**src/rtl/pci_pkg.sv**
```systemverilog
// rtl/pci_pkg.sv - shared state/termination encodings and defaults for the PCI initiator
package pci_pkg;

  typedef enum logic [2:0] {
    ST_IDLE   = 3'd0,
    ST_REQ    = 3'd1,
    ST_ADDR   = 3'd2,
    ST_TURN   = 3'd3,
    ST_DATA   = 3'd4,
    ST_LAST   = 3'd5,
    ST_FINISH = 3'd6
  } pci_state_e;

  typedef enum logic [1:0] {
    TERM_DONE  = 2'd0,
    TERM_STOP  = 2'd1,
    TERM_ABORT = 2'd2
  } pci_term_e;

  localparam int MAX_BURST_DEF = 8;
  localparam int DEVSEL_TO_DEF = 5;
  localparam int LAT_TIMER_DEF = 16;

  // Pad levels {req_n, frame_n, irdy_n} held while in a given state.
  function automatic logic [2:0] pci_pins(input pci_state_e s);
    logic [2:0] pins;
    case (s)
      ST_REQ:           pins = 3'b011;
      ST_ADDR, ST_TURN: pins = 3'b101;
      ST_DATA:          pins = 3'b100;
      ST_LAST:          pins = 3'b110;
      default:          pins = 3'b111;
    endcase
    return pins;
  endfunction

endpackage

```
**src/rtl/pci_timer.sv**
```systemverilog
// rtl/pci_timer.sv - loadable saturating down-counter with zero flag
module pci_timer #(
  parameter int W = 4
) (
  input  logic         clk,
  input  logic         rst,
  input  logic         load_i,
  input  logic [W-1:0] load_val_i,
  input  logic         dec_i,
  output logic         zero_o
);

  logic [W-1:0] count_q;

  always_ff @(posedge clk) begin
    if (rst) begin
      count_q <= '0;
    end else if (load_i) begin
      count_q <= load_val_i;
    end else if (dec_i && count_q != '0) begin
      count_q <= count_q - W'(1);
    end
  end

  assign zero_o = (count_q == '0);

endmodule

```
**src/rtl/pci_master_fsm.sv**
```systemverilog
// rtl/pci_master_fsm.sv - PCI initiator bus-cycle controller
// Optional latency timer enabled by defining PCI_LAT_TIMER_EN.
module pci_master_fsm
  import pci_pkg::*;
#(
  parameter int MAX_BURST = MAX_BURST_DEF,
  parameter int DEVSEL_TO = DEVSEL_TO_DEF,
  parameter int LAT_TIMER = LAT_TIMER_DEF,
  parameter int CNT_W     = $clog2(MAX_BURST + 1)
) (
  input  logic             clk,
  input  logic             rst,
  input  logic             start,
  input  logic             rd_wr,
  input  logic [CNT_W-1:0] req_count,
  input  logic             gnt_n,
  input  logic             trdy_n,
  input  logic             devsel_n,
  input  logic             stop_n,
  output logic             req_n,
  output logic             frame_n,
  output logic             irdy_n,
  output logic [2:0]       state,
  output logic             busy,
  output logic             xfer,
  output logic [CNT_W-1:0] beat_count,
  output logic             done,
  output logic             retry,
  output logic             abort
);

  localparam logic [CNT_W-1:0] MAXC = CNT_W'(MAX_BURST);
  localparam logic [CNT_W-1:0] ONE  = CNT_W'(1);
  localparam int               DW   = $clog2(DEVSEL_TO + 1);

  pci_state_e       state_q, state_d;
  pci_term_e        cause_q, cause_d;
  logic             req_n_q, frame_n_q, irdy_n_q;
  logic             rd_q, devsel_seen_q;
  logic [CNT_W-1:0] target_q, beat_q;
  logic             done_q, retry_q, abort_q;

  logic             addr_load, dev_zero, abort_cond, lat_expire;
  logic             fin, fin_retry;
  logic [CNT_W-1:0] rem, rem_after;

  assign addr_load = (state_q == ST_REQ) && !gnt_n;

  // Timer is loaded with DEVSEL_TO-1 on entry to ADDR so it reads zero DEVSEL_TO-1 clocks later.
  pci_timer #(.W(DW)) u_devsel_timer (
    .clk        (clk),
    .rst        (rst),
    .load_i     (addr_load),
    .load_val_i (DW'(DEVSEL_TO - 1)),
    .dec_i      (1'b1),
    .zero_o     (dev_zero)
  );

`ifdef PCI_LAT_TIMER_EN
  localparam int LW = $clog2(LAT_TIMER + 1);
  logic lat_zero;

  pci_timer #(.W(LW)) u_lat_timer (
    .clk        (clk),
    .rst        (rst),
    .load_i     (addr_load),
    .load_val_i (LW'(LAT_TIMER - 1)),
    .dec_i      ((state_q == ST_ADDR) || (state_q == ST_DATA)),
    .zero_o     (lat_zero)
  );

  assign lat_expire = lat_zero && gnt_n;
`else
  logic lat_unused;
  assign lat_unused = |LAT_TIMER;
  assign lat_expire = 1'b0;
`endif

  assign xfer       = ((state_q == ST_DATA) || (state_q == ST_LAST)) && !irdy_n_q && !trdy_n;
  assign abort_cond = dev_zero && devsel_n && !devsel_seen_q;
  assign rem        = target_q - beat_q;
  assign rem_after  = rem - CNT_W'(xfer);
  assign fin        = (state_q == ST_FINISH);
  assign fin_retry  = (cause_q == TERM_STOP) && (beat_q == '0);

  always_comb begin
    state_d = state_q;
    cause_d = cause_q;
    case (state_q)
      ST_IDLE: if (start) begin
        state_d = ST_REQ;
        cause_d = TERM_DONE;
      end
      ST_REQ:  if (!gnt_n) state_d = ST_ADDR;
      ST_ADDR: begin
        if (rd_q)                 state_d = ST_TURN;
        else if (target_q == ONE) state_d = ST_LAST;
        else                      state_d = ST_DATA;
      end
      ST_TURN: state_d = (target_q == ONE) ? ST_LAST : ST_DATA;
      ST_DATA: begin
        if (abort_cond) begin
          state_d = ST_FINISH;
          cause_d = TERM_ABORT;
        end else if (!stop_n) begin
          state_d = ST_LAST;
          cause_d = TERM_STOP;
        end else if (rem_after == '0) begin
          state_d = ST_FINISH;
        end else if (rem_after == ONE || lat_expire) begin
          state_d = ST_LAST;
        end
      end
      ST_LAST: begin
        if (abort_cond) begin
          state_d = ST_FINISH;
          cause_d = TERM_ABORT;
        end else if (xfer || !stop_n) begin
          state_d = ST_FINISH;
          if (!stop_n) cause_d = TERM_STOP;
        end
      end
      ST_FINISH: state_d = ST_IDLE;
      default:   state_d = ST_IDLE;
    endcase
  end

  always_ff @(posedge clk) begin
    if (rst) begin
      state_q       <= ST_IDLE;
      cause_q       <= TERM_DONE;
      req_n_q       <= 1'b1;
      frame_n_q     <= 1'b1;
      irdy_n_q      <= 1'b1;
      rd_q          <= 1'b0;
      devsel_seen_q <= 1'b0;
      target_q      <= '0;
      beat_q        <= '0;
      done_q        <= 1'b0;
      retry_q       <= 1'b0;
      abort_q       <= 1'b0;
    end else begin
      state_q                          <= state_d;
      cause_q                          <= cause_d;
      {req_n_q, frame_n_q, irdy_n_q}   <= pci_pins(state_d);
      abort_q                          <= fin && (cause_q == TERM_ABORT);
      retry_q                          <= fin && fin_retry;
      done_q                           <= fin && (cause_q != TERM_ABORT) && !fin_retry;
      if (state_q == ST_IDLE && start) begin
        rd_q          <= rd_wr;
        beat_q        <= '0;
        devsel_seen_q <= 1'b0;
        if (req_count == '0)       target_q <= ONE;
        else if (req_count > MAXC) target_q <= MAXC;
        else                       target_q <= req_count;
      end else begin
        if (xfer && beat_q != MAXC) beat_q <= beat_q + ONE;
        if (!devsel_n && state_q != ST_IDLE && state_q != ST_REQ) devsel_seen_q <= 1'b1;
      end
    end
  end

  assign req_n      = req_n_q;
  assign frame_n    = frame_n_q;
  assign irdy_n     = irdy_n_q;
  assign state      = state_q;
  assign busy       = (state_q != ST_IDLE);
  assign beat_count = beat_q;
  assign done       = done_q;
  assign retry      = retry_q;
  assign abort      = abort_q;

endmodule
```
**config.mk**
```make
export PLATFORM = sky130hd
export DESIGN_NAME = pci_master_fsm
export DESIGN_NICKNAME = d
export VERILOG_FILES = /design/src/rtl/pci_pkg.sv /design/src/rtl/pci_timer.sv /design/src/rtl/pci_master_fsm.sv
export SDC_FILE = /design/constraint.sdc
export NUM_CORES = 1
export LEC_CHECK = 0
export CORE_UTILIZATION = 35
export DETAILED_ROUTE_END_ITERATION = 8
export SLEW_MARGIN = 25
export SYNTH_ARGS = -nofsm -noshare
export SYNTH_HDL_FRONTEND = slang
export SYNTH_HIERARCHICAL = 1
export SYNTH_SLANG_ARGS = --single-unit
```
**constraint.sdc**
```tcl
create_clock -name clk -period 7.5 [get_ports clk]
set_input_delay 2.25 -clock clk [delete_from_list [all_inputs] [get_ports clk]]
set_output_delay 2.25 -clock clk [all_outputs]
set_load 0.02 [all_outputs]
```
* Yosys cells after proc, flatten, opt, wreduce, memory -nomap -nowiden
Cells that the tools add are included.
** Storage, ports and cells
- Register bits after elaboration :: 24
- Bits of input ports :: 12
- Word-level logic and storage cells :: 97
** Cells by class
- Add/sub/neg operators :: 4
- Order comparisons :: 1
- Eq/ne operators :: 20
- Mux-type cells :: 22
- Reductions and logical operators :: 36
** Operators with widths (number)
- $mux W3 :: 11
- $pmux W3 S6 :: 1
- $eq A3 B3 Y1 const B :: 5
- $logic_and A1 B1 Y1 :: 14
- $eq A3 B2 Y1 const B :: 4
- $logic_not A4 Y1 :: 3
- $pmux W3 S4 :: 1
- $mux W2 :: 5
- $reduce_bool A3 Y1 :: 3
- $eq A4 B1 Y1 const B :: 2
- $mux W4 :: 2
- $logic_not A1 Y1 :: 7
- $eq A3 B1 Y1 const B :: 2
- $logic_not A3 Y1 :: 2
- $pmux W2 S3 :: 1
- $reduce_or A2 Y1 :: 3
- $add A4 B1 Y4 const B :: 1
- $gt A4 B4 Y1 const B :: 1
- $ne A2 B2 Y1 const B :: 2
- $ne A4 B4 Y1 const B :: 1
- $sub A4 B1 Y4 :: 1
- $sub A4 B4 Y4 :: 1
- $ne A3 B1 Y1 const B :: 1
- $ne A3 B2 Y1 const B :: 1
- other kinds (7) :: 8

* Longest topological paths before layout
Gate-level depths: netlist of run 1.
- Depth in word-level cells :: 14
- Gate-level depth with buffers :: 14
- Depth with buffers taken out :: 13

* Modules after synthesis
The synthesis of run 1 kept the hierarchy.
** By module, submodules not included
- pci_master_fsm :: times used 1, cells each 142, area each 1213.7 um^2, seq. area each 420.4 um^2
- pci_timer :: times used 1, cells each 21, area each 182.7 um^2, seq. area each 60.1 um^2

* Worst setup path before layout of run 1
Ideal clock, no wire load.
- Path kind :: input-to-reg
- Start :: input port trdy_n
- End :: register frame_n_q (netlist: frame_n)
- Setup time :: 120 ps
- Data arrival time :: 5101 ps
- Required time :: 7380 ps
- Setup slack :: 2279 ps
- Cell stages on the path :: 10
- Buffers on the path :: 0
- Path through :: nor4b_4 > inv_1 > fa_1 > fa_1 > or4_1 > o31a_1 > inv_1 > ha_1 > nor2_1 > a211o_1
** Between the ends
- Cells in the longest elaborated chain, start to end :: 12
- Elaborated cells between the ends (all ways) :: 20
- Those cells by class :: add/sub: 1; eq/ne: 6; mux: 8; reduce/logical: 5
** RTL lines
- from (decl) :: line pci_master_fsm.sv:17 : input logic trdy_n,
- $logic_not A1 Y1 * :: line pci_master_fsm.sv:79 : assign xfer = ((state_q == ST_DATA) || (state_q == ST_LAST)) && !irdy_n_q && !trdy_n;
- $logic_and A1 B1 Y1 * :: line pci_master_fsm.sv:79
- $sub A4 B1 Y4 :: line pci_master_fsm.sv:82 : assign rem_after = rem - CNT_W'(xfer);
- $eq A4 B1 Y1 :: line pci_master_fsm.sv:110 : end else if (rem_after == ONE || lat_expire) begin
- $mux W3 :: line pci_master_fsm.sv:110
- $mux W3 :: line pci_master_fsm.sv:108 : end else if (rem_after == '0) begin
- $mux W3 :: line pci_master_fsm.sv:105 : end else if (!stop_n) begin
- $mux W3 :: line pci_master_fsm.sv:102 : if (abort_cond) begin
- $pmux W3 S6 * :: line pci_master_fsm.sv:89 : case (state_q)
- via state_d[1] :: line pci_master_fsm.sv:36 : pci_state_e state_q, state_d;
- $eq A3 B2 Y1 :: line pci_pkg.sv:27 : case (s)
- $reduce_or A2 Y1 :: line pci_pkg.sv:27
- $pmux W3 S4 * :: line pci_pkg.sv:27
- to (signal assigned) :: line pci_master_fsm.sv:145 : {req_n_q, frame_n_q, irdy_n_q} <= pci_pins(state_d);
- to (decl) :: line pci_master_fsm.sv:38 : logic req_n_q, frame_n_q, irdy_n_q;
Mark *: on every way through the listed nets, which the timed path passes. The rest lies on a longest branch.
A chain may end at the register's enable or synchronous reset.

* Worst setup path in the final report of run 1
- Start :: input port trdy_n
- End :: output port xfer
** Between the ends
- Cells in the longest elaborated chain, start to end :: 2
** RTL lines
- $logic_not A1 Y1 :: line pci_master_fsm.sv:79
- $logic_and A1 B1 Y1 :: line pci_master_fsm.sv:79
- to (decl) :: line pci_master_fsm.sv:25 : output logic xfer,
No other way between the ends.

==> results of run 1 <==
## layer usage
layer | vias to the layer above | global-route usage | part of all wire
li1 | 600 | - | -
met1 | 544 | 0.178 | 0.46
met2 | 27 | 0.273 | 0.48
met3 | 4 | 0.0330 | 0.050
met4 | 0 | 0.0598 | 0.012
met5 | - | 0 | 0
## cell usage after synthesis, drive strengths merged (2+ instances only)
library cell	n	share of area
dfxtp	24	0.34
or3	2	0.0090
o21ai	4	0.014
nor3	5	0.018
nor2b	3	0.013
buf	3	0.020
clkbuf	2	0.0054
a31oi	3	0.013
and2	2	0.0090
inv	14	0.038
xnor2	6	0.038
conb	2	0.0054
nor3b	3	0.016
nand2	13	0.035
nand2b	6	0.034
a21oi	9	0.032
xor2	3	0.019
nand3b	4	0.022
nor2	19	0.051
nor4	5	0.027
ha	10	0.090
fa	2	0.029
nand4	2	0.0090
mux2i	2	0.014
## power breakdown
part	internal (µW)	switching (µW)
logic	55.6	56.4
registers	141	12.3
clock network	46.9	40.7
## critical path, cell delays in order
cell	delay, ns
clkdlybuf4s50_1	0.46
nor4b_4	0.45
clkdlybuf4s50_1	0.68
## area by class of cell
class | count | area (µm²) | area share
clock buffer | 4 | 55.1 | 0.0316
inverter | 14 | 52.6 | 0.0301
tap | 48 | 60.1 | 0.0344
multi-input combinational | 122 | 836 | 0.479
timing repair buffer | 26 | 260 | 0.149
sequential | 24 | 480 | 0.275
## worst max-delay path by stage
| stage | start | endpoint | slack (ns) | cells past startpoint |
|---|---|---|---|---|
| 5_1_grt | trdy_n | xfer | 1.33 | 3 |
| 6_report | trdy_n | xfer | 1.40 | 3 |
| 3_5_place_dp | trdy_n | xfer | 1.39 | 3 |
| 4_1_cts | trdy_n | xfer | 1.40 | 3 |
| 2_1_floorplan | trdy_n | frame_n | 2.28 | 10 |
| 3_3_place_gp | trdy_n | xfer | 1.40 | 3 |
## through the flow
| step | worst slack, ns | hold slack (ns) |
|---|---|---|
| 4_1_cts | 1.40 | 0.472 |
| 3_3_place_gp | 1.40 | 0.442 |
| 6_report | 1.40 | 0.467 |
| 2_1_floorplan | 2.28 | 0.433 |
| 3_5_place_dp | 1.39 | 0.454 |
| 5_1_grt | 1.33 | 0.502 |
## state kept, by name, summed over array words and instances, names as in the netlist
name	count
req_n	1
done	1
state	3
cause_q	2
rd_q	1
devsel_seen_q	1
target_q	4
abort	1
irdy_n	1
frame_n	1
beat_count	4
u_devsel_timer/count_q	3
retry	1
## cells by family (layout without fill, tap and decap cells)
kind of cell,count (synthesis),count (layout)
multiplexers,2,2
other,2,4
AND/OR/NAND/NOR,71,71
AO/OA/AOI/OAI,24,24
buffers and inverters,19,44
XOR/XNOR,9,9
flip-flops,24,24
adder cells (fa/ha/maj),12,12
==> results.toml, run 1 <==
[worst_setup_path]
r2r-end = "frame_n"
worstSetupPathType = "input port to primary output"
cp.arrival_ns = 3.85
reg2regPathDepth = 10
endpoint_kind = "primary output"
cp-start-kind = "input port"
critPathMaxFanout = 6
rrSetupSlack_ns = 3.93
r2r_start = "state[2]"
crit_required_ns = 5.25

[synthesis]
yosys.area_share.simple = 0.292
synth-seq-area-share = 0.344
synth_edf_count = 0
synth_top_family_by_area = "simple AND/OR/NAND/NOR gates"
netlist_area_um2 = 1400
syn_inst = 163
synth_compound_area_frac = 0.107
syn_area_per_cell_um2 = 8.57
ys.flop_type = "dfxtp_1"
synth_xor_area_frac = 0.0565
yosys.area_share.adder = 0.118
yosys_warnings = 6
synth_mux_area_frac = 0.0143
ys_seq_elements = 24
synthArstFlopShare = 0
synth_cell_type_count = 43

[grt]
grtUsageTotal = 0.154
grt_pass1_wl_um = 5030
overflow = 0
grt_max_degree = 15
first_global_vias = 1152
antenna_found_initial = 0

[finish]
drive_above_1_share = 0.0474
post-route-cell-area_um2 = 1740
diodes = 0
nets = 215
final_common_cell = "clkdlybuf4s50_1"
finalNonFillerCells = 238
layout_common_cells = "clkdlybuf4s50_1 (26), dfxtp_1 (24), nor2_1 (19), inv_1 (14), nand2_1 (13)"
fin_util = 0.466
fillers = 386
area_delta_synth_final_pct = 24.9

[routing]
finalWirelength_um = 2910
num_vias = 1175
dr.pass1.iters = 4
ant_nets = 0
wl_per_cell_um = 12.2
avgViaCountPerCell = 4.94
drc_errors = 0
initialDrtViolationCount = 35

[floorplanning]
fp.dieW_um = 65.2
ioPinCount = 27
core_um2 = 3740
die_h_um = 65.2
core.rowCount = 22
fp.dieArea_um2 = 4250
start_util = 0.373

[placement]
routabilityCongestion = 0.849
io_buffer_count = 26
place_area_um2 = 1690
dp_hpwl_um = 2270
dp.cells = 234

[min_path]
min_to = "devsel_seen_q"
hold_start = "devsel_seen_q"
holdPathStages = 2
hold_class = "flip-flop to flip-flop"

[outcome]
status = "completed"

[power_and_ir_drop]
total_power_uw = 352
peakVddDrop_mv = 0.0811
p_per_area_nw_per_um2 = 202
power.leakage_uw = 0.000654

[clock_tree]
post-cts-setup-buffer-count = 0
clk_pin_slew_ns = 0.09
clock_sinks = 24
cts_root_buf = "clkbuf_8"
numCtsBuffers = 3
ctsResizeCount = 0
hold_buffers = 0
clockBufferDepth = 2
clock_latency_ns = 0.27
cts_max_level = 1
cts_tree = "done"

[sta]
max_freq_ghz = 0.164
slew_headroom = 0.339
drv_slew = 0
skew_ns = 0.00623
setup_viol = 0
worst_pin_slew_ns = 0.982
post-route-min-period_ns = 6.10
rsz0062_at_grt = "false"
hold_violations = 0
fin_crit_sh = 0.813
final.setup.tns_ns = 0

[flow_run]
maxCapViolCount = 0
Note: power is estimated with default switching activity, not from simulation.
==> run 2, diff against run 1 <==
==> constraint.sdc (replaced) <==
create_clock -name clk -period 5.73 [get_ports clk]
set_input_delay 1.719 -clock clk [delete_from_list [all_inputs] [get_ports clk]]
set_output_delay 1.719 -clock clk [all_outputs]
set_load 0.02 [all_outputs]
==> results.toml, run 2 (synthesis results as in run 1) <==
[outcome]
status = "completed"

[routing]
wl_per_cell_um = 12.8
ant_nets = 0
num_vias = 1191
drc_errors = 0
finalWirelength_um = 3050
initialDrtViolationCount = 57
avgViaCountPerCell = 4.98
dr.pass1.iters = 4

[grt]
grt_use_met2 = 0.280
grt_pass1_wl_um = 5160
grt_max_degree = 15
busiest_layer = "met2"
first_global_vias = 1159
gr-usage-met1 = 0.183
overflow = 0
grtUsageTotal = 0.159
grt_util_met3 = 0.0295
antenna_found_initial = 0

[placement]
io_buffer_count = 26
routabilityCongestion = 0.829
dp_hpwl_um = 2290

[sta]
skew_ns = 0.00507
rsz0062_at_grt = "false"
setup_viol = 0
post-route-min-period_ns = 4.98
hold_violations = 0
fin_crit_sh = 0.869
worst_pin_slew_ns = 0.956
slew_headroom = 0.357
max_freq_ghz = 0.201
drv_slew = 0
final.setup.tns_ns = 0

[floorplanning]
core.rowCount = 22
ioPinCount = 27
fp.dieW_um = 65.2
fp.dieArea_um2 = 4250
start_util = 0.373
core_um2 = 3740
die_h_um = 65.2

[min_path]
hold_class = "flip-flop to flip-flop"

[clock_tree]
cts_max_level = 1
clock_sinks = 24
clk_pin_slew_ns = 0.09
clock_latency_ns = 0.27
clockBufferDepth = 2
cts_root_buf = "clkbuf_8"
post-cts-setup-buffer-count = 0
ctsResizeCount = 0
cts_tree = "done"
numCtsBuffers = 3
hold_buffers = 0

[finish]
fin_util = 0.468
area_delta_synth_final_pct = 25.4
diodes = 0
nets = 216
final_common_cell = "clkdlybuf4s50_1"
fillers = 401
drive_above_1_share = 0.0524
layout_common_cells = "clkdlybuf4s50_1 (26), dfxtp_1 (24), nor2_1 (19), inv_1 (14), nand2_1 (13)"

[flow_run]
maxCapViolCount = 0

[worst_setup_path]
worstSetupPathType = "input port to flip-flop"
cp.arrival_ns = 5.13
cp-start-kind = "input port"
critPathMaxFanout = 6
endpoint_kind = "flip-flop"
crit_required_ns = 5.88

[power_and_ir_drop]
power.leakage_uw = 0.000659
p_per_area_nw_per_um2 = 266
peakVddDrop_mv = 0.150
-- run 2: layer usage --
metal | wire length [µm] | share of wire | vias up
met1 | 1350 | 0.44 | 546
met4 | 57 | 0.019 | 0
met3 | 175 | 0.057 | 7
met2 | 1470 | 0.48 | 40
li1 | - | - | 598
met5 | 0 | 0 | -
-- run 2: worst paths after layout --
check        slack (ns)          end   startpoint  cells past startpoint
max reg2reg        2.11        req_n     state[2]                      9
max                0.75        req_n       trdy_n                     10
min reg2reg        0.49  target_q[3]  target_q[3]                      2
min                0.49  target_q[3]  target_q[3]                      2
-- run 2: metrics by stage --
stage               hold WS (ns)  cells  cell area, µm²  worst slack, ns  power, µW
global placement           0.440    235            1700            0.646        344
global route               0.517    239            1750            0.605        498
CTS                        0.490    239            1750            0.746        471
floorplan                  0.433    165            1400             1.04        308
detailed placement         0.471    235            1700            0.565        351
finish                     0.489    239            1750            0.753        466
-- run 2: where the power goes --
part	switching [µW]	total (µW)	internal (µW)	leakage, µW
logic	75.5	149	73.8	0.000435
registers	16.5	200	184	0.000195
clock network	54.5	116	61.4	0.0000288
-- run 2: worst max-delay path, stage by stage --
cell and delay [ns]:
clkdlybuf4s50_1 0.46, nor4b_4 0.28, buf_4 0.18, inv_1 0.06, fa_1 0.46, fa_1 0.48, or4_1 0.54, o31a_1 0.32
ha_1 0.25, o311ai_0 0.37
-- run 2: final cells by class --
cell class              instances  area, µm²  area share
multi-input cells             122        836       0.477
flip-flops and latches         24        480       0.274
repair buffers                 27        268       0.153
well taps                      48       60.1      0.0343
clock buffers                   4       55.1      0.0314
inverters                      14       52.6      0.0300
